===== config.mk =====
export PLATFORM = sky130hd
export DESIGN_NAME = seq_datapath
export DESIGN_NICKNAME = d
export VERILOG_FILES = /design/src/rtl/seq_datapath.sv
export SDC_FILE = /design/constraint.sdc
export NUM_CORES = 1
export LEC_CHECK = 0
export CAP_MARGIN = 20
export CORE_UTILIZATION = 25
export CTS_CLUSTER_SIZE = 8
export DETAILED_ROUTE_END_ITERATION = 7
export PLACE_DENSITY = 0.51
export SYNTH_ARGS = -nofsm -noshare
export SYNTH_HDL_FRONTEND = slang
export SYNTH_SLANG_ARGS = --single-unit

===== constraint.sdc =====
create_clock -name clk -period 6.27 [get_ports clk]
set_input_delay 1.254 -clock clk [delete_from_list [all_inputs] [get_ports clk]]
set_output_delay 1.254 -clock clk [all_outputs]
set_load 0.02 [all_outputs]

===== src/rtl/seq_datapath.sv =====
// Register-file datapath: ALU ops on two registers (or reg + immediate), result written back.
// Latency: accept edge to retire edge is 1 cycle, or WIDTH cycles for shift-add MUL.
// Backpressure: in_ready is high only in IDLE; requests seen while busy are dropped, never queued.
module seq_datapath #(
    parameter int WIDTH = 32,
    parameter int NREGS = 8,
    localparam int AW = $clog2(NREGS)
) (
    input  logic             clk,
    input  logic             rst,
    input  logic             in_valid,
    output logic             in_ready,
    input  logic [2:0]       alu_control,
    input  logic [AW-1:0]    addr1,
    input  logic [AW-1:0]    addr2,
    input  logic [AW-1:0]    addr3,
    input  logic             wr,
    input  logic             use_imm,
    input  logic [WIDTH-1:0] imm,
    input  logic [AW-1:0]    dbg_addr,
    output logic [WIDTH-1:0] dbg_data,
    output logic             done,
    output logic [WIDTH-1:0] alu_result,
    output logic             overflow,
    output logic             carry,
    output logic             zero,
    output logic             busy
);

    localparam int SW = $clog2(WIDTH);
    localparam int CW = $clog2(WIDTH);
    localparam logic [CW-1:0] CNT_LAST = CW'(WIDTH - 1);

    localparam logic [2:0] OP_ADD = 3'b000;
    localparam logic [2:0] OP_SUB = 3'b001;
    localparam logic [2:0] OP_AND = 3'b010;
    localparam logic [2:0] OP_OR  = 3'b011;
    localparam logic [2:0] OP_XOR = 3'b100;
    localparam logic [2:0] OP_SLT = 3'b101;
    localparam logic [2:0] OP_SLL = 3'b110;
    localparam logic [2:0] OP_MUL = 3'b111;

    typedef enum logic [1:0] {
        IDLE = 2'd0,
        EXEC = 2'd1,
        MUL  = 2'd2
    } state_t;

    state_t state, state_nxt;

    logic [WIDTH-1:0] regs [NREGS];

    logic [2:0]       op_q;
    logic [AW-1:0]    dst_q;
    logic             wr_q;
    logic [WIDTH-1:0] a_q;
    logic [WIDTH-1:0] b_q;

    // Multiplier: {mul_hi, mul_lo} shifts right one bit per cycle; mul_lo starts as operand B.
    logic [WIDTH-1:0] mul_hi;
    logic [WIDTH-1:0] mul_lo;
    logic [CW-1:0]    mul_cnt;
    logic [WIDTH:0]   mul_sum;
    logic             mul_last;

    logic             accept;
    logic             retire;
    logic [WIDTH-1:0] b_sel;

    logic [WIDTH:0]   add_full;
    logic [WIDTH-1:0] sub_res;

    logic [WIDTH-1:0] ret_res;
    logic             ret_c;
    logic             ret_v;

    assign in_ready = (state == IDLE);
    assign busy     = (state != IDLE);
    assign accept   = in_valid && in_ready;
    assign mul_last = (mul_cnt == CNT_LAST);
    assign retire   = (state == EXEC) || ((state == MUL) && mul_last);
    assign b_sel    = use_imm ? imm : regs[addr2];
    assign dbg_data = regs[dbg_addr];

    assign mul_sum  = {1'b0, mul_hi} + {1'b0, (mul_lo[0] ? a_q : {WIDTH{1'b0}})};
    assign add_full = {1'b0, a_q} + {1'b0, b_q};
    assign sub_res  = a_q - b_q;

    // State register
    always_ff @(posedge clk or negedge rst) begin
        if (!rst) begin
            state <= IDLE;
        end else begin
            state <= state_nxt;
        end
    end

    // Next-state: MUL opcode takes the long path, everything else a single EXEC cycle
    always_comb begin
        state_nxt = state;
        case (state)
            IDLE: begin
                if (accept) begin
                    state_nxt = (alu_control == OP_MUL) ? MUL : EXEC;
                end
            end
            EXEC:    state_nxt = IDLE;
            MUL:     state_nxt = mul_last ? IDLE : MUL;
            default: state_nxt = IDLE;
        endcase
    end

    // Result and flags presented on the retiring edge; MUL uses the final shift-add step
    always_comb begin
        ret_res = '0;
        ret_c   = 1'b0;
        ret_v   = 1'b0;
        case (op_q)
            OP_ADD: begin
                ret_res = add_full[WIDTH-1:0];
                ret_c   = add_full[WIDTH];
                ret_v   = (a_q[WIDTH-1] == b_q[WIDTH-1]) && (ret_res[WIDTH-1] != a_q[WIDTH-1]);
            end
            OP_SUB: begin
                ret_res = sub_res;
                ret_c   = (a_q < b_q);
                ret_v   = (a_q[WIDTH-1] != b_q[WIDTH-1]) && (sub_res[WIDTH-1] != a_q[WIDTH-1]);
            end
            OP_AND: ret_res = a_q & b_q;
            OP_OR:  ret_res = a_q | b_q;
            OP_XOR: ret_res = a_q ^ b_q;
            OP_SLT: ret_res = {{(WIDTH-1){1'b0}}, ($signed(a_q) < $signed(b_q))};
            OP_SLL: ret_res = a_q << b_q[SW-1:0];
            OP_MUL: begin
                ret_res = {mul_sum[0], mul_lo[WIDTH-1:1]};
                ret_c   = |mul_sum[WIDTH:1];
                ret_v   = |mul_sum[WIDTH:1];
            end
            default: ret_res = '0;
        endcase
    end

    // Operand capture on accept; one multiplier bit consumed per MUL cycle
    always_ff @(posedge clk or negedge rst) begin
        if (!rst) begin
            op_q    <= '0;
            dst_q   <= '0;
            wr_q    <= 1'b0;
            a_q     <= '0;
            b_q     <= '0;
            mul_hi  <= '0;
            mul_lo  <= '0;
            mul_cnt <= '0;
        end else if (accept) begin
            op_q    <= alu_control;
            dst_q   <= addr3;
            wr_q    <= wr;
            a_q     <= regs[addr1];
            b_q     <= b_sel;
            mul_hi  <= '0;
            mul_lo  <= b_sel;
            mul_cnt <= '0;
        end else if (state == MUL) begin
            mul_hi  <= mul_sum[WIDTH:1];
            mul_lo  <= {mul_sum[0], mul_lo[WIDTH-1:1]};
            mul_cnt <= mul_cnt + 1'b1;
        end
    end

    // Retirement: outputs, flags, done pulse and write-back (register 0 is never written)
    always_ff @(posedge clk or negedge rst) begin
        if (!rst) begin
            for (int i = 0; i < NREGS; i++) begin
                regs[i] <= '0;
            end
            alu_result <= '0;
            overflow   <= 1'b0;
            carry      <= 1'b0;
            zero       <= 1'b0;
            done       <= 1'b0;
        end else begin
            done <= retire;
            if (retire) begin
                alu_result <= ret_res;
                overflow   <= ret_v;
                carry      <= ret_c;
                zero       <= (ret_res == '0);
                if (wr_q && (dst_q != '0)) begin
                    regs[dst_q] <= ret_res;
                end
            end
        end
    end

endmodule


==> Yosys cells after proc, flatten, opt, wreduce, memory -nomap -nowiden <==
Cells that the tools add are included.
{ "classes": {"add_sub_neg": 4, "order_cmp": 7, "eq_ne": 16, "shifts": 1, "mux": 27, "bitwise": 7, "reduce_logical": 15} }
{ "ops": {"columns": ["op", "n"], "rows": [
  ["$mux 32", 13],
  ["$bmux 32 s3", 3],
  ["$bwmux 256", 1],
  ["$pmux 32 s8", 1],
  ["$demux 32 s3", 1],
  ["$add 32x32->33", 2],
  ["$lt 32x32->1", 2],
  ["$and 32x32->32", 1],
  ["$logic_not 32->1", 1],
  ["$or 32x32->32", 1],
  ["$reduce_or 32->1", 1],
  ["$shl 32x5->32", 1],
  ["$sub 32x32->32", 1],
  ["$xor 32x32->32", 1],
  ["$ge 4x4->1 const B", 4],
  ["$not 3->4", 4],
  ["$eq 3x3->1 const B", 5],
  ["$mux 5", 2],
  ["$eq 3x2->1 const B", 2],
  ["$logic_and 1x1->1", 6],
  ["$mux 2", 3],
  ["$pmux 1 s3", 2],
  ["$add 5x1->5 const B", 1],
  ["$eq 5x5->1 const B", 1],
  ["other kinds (14)", 17]
]} }
{ "totals": {"register_bits": 434, "output_inout_bits": 70} }

==> Logic depth before layout (Yosys ltp) <==
Gate-level depths: netlist of run 1.
{ "logic_depth": {"depth_word": 6, "depth_mapped": 18} }

==> Least setup slack after synthesis of run 1 <==
Ideal clock, no wire load.
{ "synth_timing": {"path_kind": "register to register", "startpoint": "reg b_q[1]", "endpoint": "reg zero", "setup_time_ns": 0.068, "t_arrival_ns": 4.389, "setup_slack_ns": 1.814, "path_stages_with_launch": 16, "cell_sequence": "dfrtp_1 buf_2 inv_2 buf_2 buf_1 ha_1 o21ba_1 or4_4 a2111oi_4 a211oi_2 a221o_1 a222oi_1 nand4_1 nor4_1 and4_1 a32o_1"} }
{ "synth_between": {"elab_chain_cells": 3, "elab_cells_between_ends": 9, "classes_between": "add/sub (2); order compare (1); shift (1); mux (1); bitwise (3); reduce/logical (1)"} }
{ "synth_lines": {"columns": ["item", "line_no", "source"], "rows": [
  ["from (decl)", "57", "logic [WIDTH-1:0] b_q;"],
  ["from (signal assigned)", "159", "b_q <= b_sel;"],
  ["$sub 32x32->32, or another cell as far along", "87", "assign sub_res = a_q - b_q;"],
  ["$pmux 32 s8 (*)", "118", "case (op_q)"],
  ["$logic_not 32->1 (*)", "187", "zero <= (ret_res == '0);"],
  ["to (signal assigned)", "187", null],
  ["to (decl)", "26", "output logic zero,"]
]} }
Every way passes the cells marked *; elsewhere a longest branch is shown, timed or not.
A chain may end at the register's enable or synchronous reset.

==> Worst setup path after layout of run 1 <==
{ "layout_timing": {"startpoint": "reg a_q[0]", "endpoint": "reg zero"} }
{ "layout_between": {"elab_chain_cells": 4, "elab_cells_between_ends": 11, "classes_between": "add/sub (3); order compare (1); shift (1); mux (2); bitwise (3); reduce/logical (1)"} }
{ "layout_lines": {"columns": ["item", "line_no", "source"], "rows": [
  ["from (decl)", "56", "logic [WIDTH-1:0] a_q;"],
  ["from (signal assigned)", "158", "a_q <= regs[addr1];"],
  ["$mux 32", "85", "assign mul_sum = {1'b0, mul_hi} + {1'b0, (mul_lo[0] ? a_q : {WIDTH{1'b0}})};"],
  ["$add 32x32->33", "85", null],
  ["$pmux 32 s8 (*)", "118", null],
  ["$logic_not 32->1 (*)", "187", null]
]} }
Marks and branches as above.

==> metrics.txt, run 1 <==
Worst Hold Path Cells=0; number of remaining DRC errors=0; Tot GR Track Use=0.182; Fmax=between 0.2 and 0.25 GHz; clock buffer depth=3; Worst Hold Class=register to register; dpl hpwl=81.2 mm; leading cell type in the layout, fill and taps excluded=nand2_1; Leakage=between 15 and 20 nW; Fin. Hold Viols=0; Crit path required time=6820 ps; TNS Setup=0 ps; worst skew pair latency=between 600 and 700 ps; Die Ht=355 µm; setup bufs post-CTS=0; CP most frequent cell=nor4_1; share of cells above drive strength 1=0.141; CTS clk-pin slew, worst paths=50 ps; Placer Congestion=roughly 1.0; Vias=26500; Startpoint Class=register; IO Pins=122; # resized after CTS=0; htree depth=3; max_cap viols=0; clk sinks=434; Layout area overhead=15.4%; initial antenna violation count=0; Critical Path AT=5350 ps; # hold bufs at CTS=0; clock skew=31.3 ps; Syn Nets=3502; first-pass GRT wire length=177 mm; root buf cell=clkbuf_16; CTS tree=done; Die Area=0.126 mm²; Setup Viol. Count Final=0; worst-margin pin slew=approximately 1000 ps; Iteration-0 DRC Markers=~2500; total routed wirelength=between 100 and 150 mm; CP Class=register to register; flop and latch count out of synthesis=roughly 430; TritonCTS buffer count=66; ant diodes=0; post-synthesis sequential area ratio=0.349; remaining antenna violation count=0; Core ar.=0.124 mm²; RSZ-0062 raised after global routing=no; Slew HR=0.321; CP max-delay cell=a221oi_1; critical-path cell list=inv_1, ha_1, fa_1, o21ba_2, nor4_1, o2111a_1, nor2_1, a211oi_1, mux2_2, a221oi_1, nand3_1, nor4_1, and4_1, a32o_1; Slew Limit Fails=0; Mean Syn Cell Area=9.39 µm²; async set-or-reset flop fraction in the synthesized netlist=1.00; gr ovfl total=0; Crit. End Element=register; hold_ws=412 ps; maximum net fanout on the critical path=6; Die Width=355 µm; end of the worst hold path=regs[227]; standard-cell rows=129; fin nets=approximately 3500; status=finished, final reports clean; number of global-route vias before repair=26300; most frequent cells in the layout=nand2_1, o21ai_0, dfrtp_1, mux4_2, nor2_1; number of iterations in the first detailed-routing pass=7; Post-synth EDFFs=0; RR Endpoint=zero; final non-filler cell area=0.0359 mm²; synth warn=0; Synth Cell Area=0.0311 mm²; CP max stage delay=750 ps; maximum number of pins on one net before global-route repair=149; DR vias/cell=5.35; I/O Buffers=121; DP Area=0.0341 mm²; reg2reg path depth=14; crit path time final=4800 ps; R2R Setup Slk=1470 ps; pwr dens=446 mW/mm²; hold_sp=regs[227]; Max VDD drop=about 0.26 mV; routed length per instance=23.4 µm; most common flop cell mapped by yosys=dfrtp_1; worst r2r src=a_q[0]; crit share post-route=0.766; synth unique cells=90; synthesized netlist cell count=about 3300; Starting Density=0.252
-- synth_stat cells, types with 9 or more instances --
| master | instances | area share |
|---|---|---|
| a211oi_1 | 24 | 0.0058 |
| clkbuf_1 | 214 | 0.026 |
| inv_1 | 105 | 0.013 |
| o31ai_1 | 11 | 0.0027 |
| nor2_1 | 183 | 0.022 |
| xor2_1 | 18 | 0.0051 |
| a221o_1 | 22 | 0.0071 |
| nand4_1 | 16 | 0.0032 |
| nand2b_1 | 29 | 0.0058 |
| o22ai_1 | 15 | 0.0030 |
| o211ai_1 | 29 | 0.0070 |
| o21bai_1 | 11 | 0.0027 |
| a31oi_1 | 14 | 0.0028 |
| a31o_2 | 9 | 0.0025 |
| mux4_2 | 207 | 0.15 |
| a22oi_1 | 19 | 0.0046 |
| a221oi_1 | 15 | 0.0042 |
| nor4_1 | 19 | 0.0038 |
| xnor2_1 | 19 | 0.0053 |
| a21o_1 | 53 | 0.013 |
| dfrtp_1 | 434 | 0.35 |
| o21ai_0 | 457 | 0.073 |
| mux2_2 | 51 | 0.018 |
| nor2b_1 | 18 | 0.0036 |
| buf_2 | 15 | 0.0024 |
| mux2i_1 | 120 | 0.039 |
| and3_1 | 15 | 0.0030 |
| o21a_1 | 10 | 0.0024 |
| a21oi_1 | 163 | 0.026 |
| nand2_1 | 490 | 0.059 |
| buf_1 | 46 | 0.0055 |
| and2_1 | 48 | 0.0096 |
| nor3_1 | 45 | 0.0072 |
| nand3_1 | 68 | 0.011 |
| ha_1 | 131 | 0.053 |
-- final cells by class --
| type | instances | area [µm²] |
|---|---|---|
| Fill cell | 13100 | 87700 |
| Multi-Input combinational cell | 2495 | 18900 |
| Tap cell | 1637 | 2050 |
| Sequential cell | 434 | 10900 |
| Timing Repair Buffer | 201 | 1880 |
| Clock inverter | 9 | 159 |
| Inverter | 109 | 409 |
| Clock buffer | 74 | 1720 |
-- report_power, final --
part	switching, mW	internal (mW)	total, mW
sequential	1.02	3.65	4.68
combinational	4.88	3.08	7.96
clock	1.41	1.99	3.40
-- cells by family after synthesis --
family	Yosys count	synth area share
AND/OR/NAND/NOR	981	0.141
adder cells (fa/ha/maj)	134	0.0546
AO/OA/AOI/OAI	965	0.191
flip-flops	434	0.349
XOR/XNOR	37	0.0104
buffers and inverters	387	0.0477
multiplexers	378	0.207
-- layer usage --
layer / vias up / part of all wire / GRT usage
met5: - / 0 / 0
met3: 191 / 0.059 / 0.0238
met4: 0 / 0.032 / 0.0626
li1: 12100 / - / -
met1: 13200 / 0.45 / 0.253
met2: 981 / 0.46 / 0.289
-- sequential cells by signal, summed over array words and instances (netlist names) --
name and count:
zero 1, carry 1, wr_q 1, mul_cnt 5, state 2, mul_lo 32
dst_q 3, regs 256, mul_hi 32, b_q 32, op_q 3, done 1
overflow 1, a_q 32, alu_result 32
-- worst max-delay path: cells and delay by family (launching register included) --
family / cells / cell delay (ps)
AOI/OAI and AO/OA: 5 / 1810
and+or+nand+nor: 5 / 1230
adders and majority gates: 2 / 680
DFF: 1 / 520
muxes: 1 / 380
buffers and inverters: 1 / 120
-- metrics by stage --
stage	worst slack, ps	power [mW]	utilization	std cells
floorplan	1810	9.37	-	3316
global placement	1350	12.5	0.275	4874
detailed placement	1450	12.5	0.275	4876
CTS	1450	16.0	0.291	4959
global route	1290	17.0	0.291	4959
finish	1470	16.0	0.291	4959
-- worst max-delay path by stage --
stage	startpoint	end	slack, ps	cells past startpoint
floorplan	b_q[1]	zero	1810	15
detailed placement	dbg_addr[0]	dbg_data[2]	1450	5
global route	mul_lo[0]	overflow	1290	14
global placement	mul_lo[0]	overflow	1350	13
finish	a_q[0]	zero	1470	14
CTS	dbg_addr[0]	dbg_data[2]	1450	5
Note: power is estimated with default switching activity, not from simulation.
==> run 2, diff against run 1 <==
==> constraint.sdc (replaced) <==
create_clock -name clk -period 5 [get_ports clk]
set_input_delay 1 -clock clk [delete_from_list [all_inputs] [get_ports clk]]
set_output_delay 1 -clock clk [all_outputs]
set_load 0.02 [all_outputs]
==> run 2 against run 1 <==
- count of clock-buffer cells in the layout decreased by 4
- total power increased by 24%
- register-to-register slack lost 950 ps
- global-route usage fell by 0.089 points
- sequential share of layout area fell by 0.15 points
- utilization rose by 0.15 points
- cell count is 0.77% higher
- worst setup slack lost 950 ps
- critical path depth increased by 1
- maximum frequency rose by 7.2%
- non-clock buffer count increased by 48
==> metrics.txt, run 2 (same netlist as run 1, synthesis figures left out) <==
initial antenna violation count=4 (was 0); ant diodes=0 (unchanged); pwr dens=550 mW/mm² (was 446 mW/mm²); number of global-route vias before repair=26500 (was 26300); DR vias/cell=5.31 (was 5.35); first-pass GRT wire length=176 mm (was 177 mm); Most flops, register=regs (unchanged); status=finished, final reports clean (unchanged); share of cells above drive strength 1=0.151 (was 0.141); critical-path cell list=inv_1, ha_1, fa_1, o21ba_2, nor4_1, nor3_1, a211o_1, a221oi_1, buf_4, and3_1, and4_1, nand4_1, nor4_1, and4_1, a32o_1 (was inv_1, ha_1, fa_1, o21ba_2, nor4_1, o2111a_1, nor2_1, a211oi_1, mux2_2, a221oi_1, nand3_1, nor4_1, and4_1, a32o_1); Tot GR Track Use=0.181 (was 0.182); gr ovfl total=0 (unchanged); Max VDD drop=0.317 mV (was 0.261 mV); # resized after CTS=0 (unchanged); max_cap viols=0 (unchanged); Worst Hold Class=primary input to asynchronous set/reset pin (was register to register); final setup margin=522 ps (was 1470 ps); clk sinks=434 (unchanged); Buf+Inv Stages, Crit Path=2 (was 1); clock skew=32.2 ps (was 31.3 ps); Setup Viol. Count Final=0 (unchanged); DP Area=0.0345 mm² (was 0.0341 mm²); IO Pins=122 (unchanged); Die Area=0.126 mm² (unchanged); fin nets=3536 (was 3493); Layout area overhead=16.0% (was 15.4%); TritonCTS buffer count=61 (was 66); # hold bufs at CTS=0 (unchanged); Die Ht=355 µm (unchanged); TNS Setup=0 ps (unchanged); standard-cell rows=129 (unchanged); Placer Congestion=1.00 (was 1.01); number of remaining DRC errors=0 (unchanged); maximum net fanout on the critical path=9 (was 6); root buf cell=clkbuf_16 (unchanged); Slew HR=0.348 (was 0.321); maximum number of pins on one net before global-route repair=101 (was 149); CTS tree=done (unchanged); Iteration-0 DRC Markers=2282 (was 2519); delay-heaviest family, CP=simple AND/OR/NAND/NOR gates (was compound AO/OA/AOI/OAI gates); final non-filler cell area=0.0361 mm² (was 0.0359 mm²); htree depth=2 (was 3); worst r2r src=a_q[0] (unchanged); number of flip-flops in the largest register=256 (unchanged); total routed wirelength=115 mm (was 116 mm); CP max-delay cell=nor4_1 (was a221oi_1); Startpoint Class=register (unchanged); Starting Density=0.252 (unchanged); RSZ-0062 raised after global routing=no (unchanged); number of iterations in the first detailed-routing pass=6 (was 7); Fmax=0.223 GHz (was 0.208 GHz); Critical Path AT=5060 ps (was 5350 ps); I/O Buffers=121 (unchanged); remaining antenna violation count=0 (unchanged); Vias=26500 (about the same); CTS clk-pin slew, worst paths=70 ps (was 50 ps); crit path time final=4480 ps (was 4800 ps); Critical Path Start=a_q[0] (unchanged); Crit. End Element=register (unchanged); Fin. Hold Viols=0 (unchanged); leading cell type in the layout, fill and taps excluded=nand2_1 (unchanged); setup bufs post-CTS=0 (unchanged); routed length per instance=23.1 µm (was 23.4 µm); worst skew pair latency=660 ps (was 630 ps); CP max stage delay=530 ps (was 750 ps); CP Class=register to register (unchanged); Leakage=15.3 nW (was 15.2 nW); Slew Limit Fails=0 (unchanged); dpl hpwl=84.0 mm (was 81.2 mm); most frequent cells in the layout=nand2_1, o21ai_0, dfrtp_1, mux4_2, nor2_1 (unchanged); crit share post-route=0.896 (was 0.766); worst-margin pin slew=979 ps (was 1010 ps); Placement Setup Slack=588 ps (was 1450 ps); clock buffer depth=3 (unchanged); Core Util, Final=0.292 (was 0.291); Crit path required time=5580 ps (was 6820 ps); Core ar.=0.124 mm² (unchanged); Die Width=355 µm (unchanged)
run 2: cell types whose count changed in the layout (fill, tap and decap cells not counted):
cell and change:
buf_1 -1, buf_12 +3, buf_4 +46, bufinv_16 -1, clkbuf_1 -1, clkbuf_16 -5, clkbuf_8 +2, clkinv_16 -1
clkinv_4 -1, inv_16 -2, inv_6 -1
run 2: per-stage QoR:
step	hold slack (ps)	power [mW]	instances
after floorplan	448	11.7	3316
after global placement	401	15.8	4923
after detailed placement	404	15.9	4924
after CTS	416	19.8	4997
after global routing	429	21.0	4997
final	380	19.9	4997
run 2: worst paths after layout:
check / to / slack (ps) / cells past startpoint
worst min register to register: regs[239] / 410 / 0
min in group clk: regs[239] / 410 / 0
max in group asynchronous: alu_result[11] / 3550 / 2
worst max register to register: zero / 520 / 15
worst min-delay path: regs[28] / 380 / 1
worst max-delay path: zero / 520 / 15
run 2: power by group:
part | total, mW | internal (mW) | switching [mW]
Combinational | 10.2 | 4.01 | 6.21
Clock | 3.86 | 2.24 | 1.62
Sequential | 5.77 | 4.58 | 1.19
run 2: area by class of cell:
cell class	instances	area, µm²
clock buffers	70	1620
well taps	1637	2050
repair buffers	249	2280
fillers	13100	87500
clock inverters	3	41.3
flip-flops and latches	434	10900
multi-input cells	2495	18900
inverters	109	409
run 2: routing by layer:
metal | global-route usage | vias up | part of all wire
met5 | 0 | - | 0.00018
met4 | 0.0469 | 4 | 0.025
met3 | 0.0217 | 169 | 0.053
met2 | 0.293 | 831 | 0.47
met1 | 0.255 | 13300 | 0.46
li1 | - | 12200 | -
==> run 3, diff against run 2 <==
--- a/config.mk
+++ b/config.mk
@@ -9,7 +9,8 @@
 export CORE_UTILIZATION = 25
 export CTS_CLUSTER_SIZE = 8
 export DETAILED_ROUTE_END_ITERATION = 7
-export PLACE_DENSITY = 0.51
+export DONT_BUFFER_PORTS = 1
+export PLACE_DENSITY = 0.49
 export SYNTH_ARGS = -nofsm -noshare
 export SYNTH_HDL_FRONTEND = slang
 export SYNTH_SLANG_ARGS = --single-unit
==> run 3 against run 2 <==
- clock power fell by 2%
- sequential power is 3% higher
- global-route usage fell by 0.13 points
- largest power group unchanged
- critical path type unchanged
- critical path depth shrank 1
==> metrics.txt, run 3 (same netlist as run 1, synthesis figures left out) <==
Layout area overhead=11.1% (was 16.0%); number of iterations in the first detailed-routing pass=7 (was 6); Startpoint Class=register (unchanged); Die Area=0.126 mm² (unchanged); CP Class=register to register (unchanged); Die Width=355 µm (unchanged); TritonCTS buffer count=61 (unchanged); max_cap viols=0 (unchanged); R2R Setup Slk=390 ps (was 520 ps); Critical Path AT=5190 ps (was 5060 ps); Crit path required time=5580 ps (about the same); IO Pins=122 (unchanged); maximum net fanout on the critical path=14 (was 9); crit share post-route=0.921 (was 0.896); initial antenna violation count=2 (was 4); CTS tree=done (unchanged); Placement Setup Slack=487 ps (was 588 ps); Setup Viol. Count Final=0 (unchanged); worst-margin pin slew=1420 ps (was 979 ps); setup bufs post-CTS=0 (unchanged); status=finished, final reports clean (unchanged); clk sinks=434 (unchanged); # resized after CTS=0 (unchanged); # hold bufs at CTS=0 (unchanged); clock skew=33.5 ps (was 32.2 ps); dpl hpwl=81.2 mm (was 84.0 mm); total power=19.1 mW (was 19.9 mW); Most flops, register=regs (unchanged); worst skew pair latency=650 ps (was 660 ps); Worst Hold Class=primary input to asynchronous set/reset pin (unchanged); Fin. Hold Viols=0 (unchanged); Placer Congestion=0.975 (was 1.00); number of remaining DRC errors=0 (unchanged); gr ovfl total=0 (unchanged); first-pass GRT wire length=174 mm (was 176 mm); I/O Buffers=0 (was 121); remaining antenna violation count=0 (unchanged); final setup margin=393 ps (was 522 ps); TNS Setup=0 ps (unchanged); Leakage=14.7 nW (was 15.3 nW); Slew Limit Fails=0 (unchanged); Fmax=0.217 GHz (was 0.223 GHz); number of flip-flops in the largest register=256 (unchanged); total routed wirelength=115 mm (about the same); Iteration-0 DRC Markers=2263 (was 2282); htree depth=2 (unchanged); most frequent cells in the layout=nand2_1, o21ai_0, dfrtp_1, mux4_2, nor2_1 (unchanged); leading cell type in the layout, fill and taps excluded=nand2_1 (unchanged); root buf cell=clkbuf_16 (unchanged); maximum number of pins on one net before global-route repair=435 (was 101); crit path time final=4610 ps (was 4480 ps); Vias=26100 (was 26500); number of global-route vias before repair=25900 (was 26500); Crit. End Element=register (unchanged); fin nets=3388 (was 3536); DR vias/cell=5.38 (was 5.31); standard-cell rows=129 (unchanged); RSZ-0062 raised after global routing=no (unchanged); share of cells above drive strength 1=0.146 (was 0.151); pwr dens=552 mW/mm² (was 550 mW/mm²); Die Ht=355 µm (unchanged); clock buffer depth=3 (unchanged); hold_ws=85.5 ps (was 380 ps); CTS clk-pin slew, worst paths=50 ps (was 70 ps); Max VDD drop=0.350 mV (was 0.317 mV); Slew HR=0.0552 (was 0.348); routed length per instance=23.7 µm (was 23.1 µm); Tot GR Track Use=0.180 (was 0.181); Starting Density=0.252 (unchanged); Core ar.=0.124 mm² (unchanged)
[run 3: power breakdown]
part	total (mW)	switching (mW)	internal (mW)
clock network	3.80	1.59	2.21
registers	5.97	1.39	4.58
logic	9.32	5.73	3.59
[run 3: final timing paths]
kind                            from         end  depth (start not counted)
setup / recovery              b_q[0]        zero                         14
hold / removal                   rst   regs[148]                          0
setup reg to reg              b_q[0]        zero                         14
hold reg to reg            regs[248]   regs[248]                          0
max in group asynchronous        rst  mul_cnt[4]                          0
min in group clk           regs[248]   regs[248]                          0
[run 3: routing by layer]
layer	vias up	wire, µm	track usage
met5	-	0	0
met4	0	2820	0.0469
met3	181	6940	0.0276
met2	833	53500	0.289
met1	13100	51900	0.250
li1	11900	-	-
[run 3: per-stage QoR]
stage,instances,instance area [µm²],util
2_1_floorplan,3316,31100,-
3_3_place_gp,4774,32900,0.266
3_5_place_dp,4776,33000,0.267
6_report,4849,34600,0.280
5_1_grt,4848,34600,0.280
4_1_cts,4848,34600,0.280
[run 3: layout make-up]
cell class,count,area (µm²)
fill,13300,89000
multi-input combinational,2495,18900
sequential,434,10900
tap,1637,2050
clock buffer,69,1600
timing repair buffer,101,763
inverter,109,410
clock inverter,3,45.0
antenna,1,2.50
[run 3: critical path, stage by stage (launching register included)]
cell	delay, ps
dfrtp_2	520
ha_1	260
fa_1	440
o21ba_2	250
nor4_1	560
nor3_1	160
a211o_1	290
a221oi_1	330
buf_4	240
and3_1	180
and4_1	300
nand4_1	220
nor4_1	390
and4_1	250
a32o_1	160
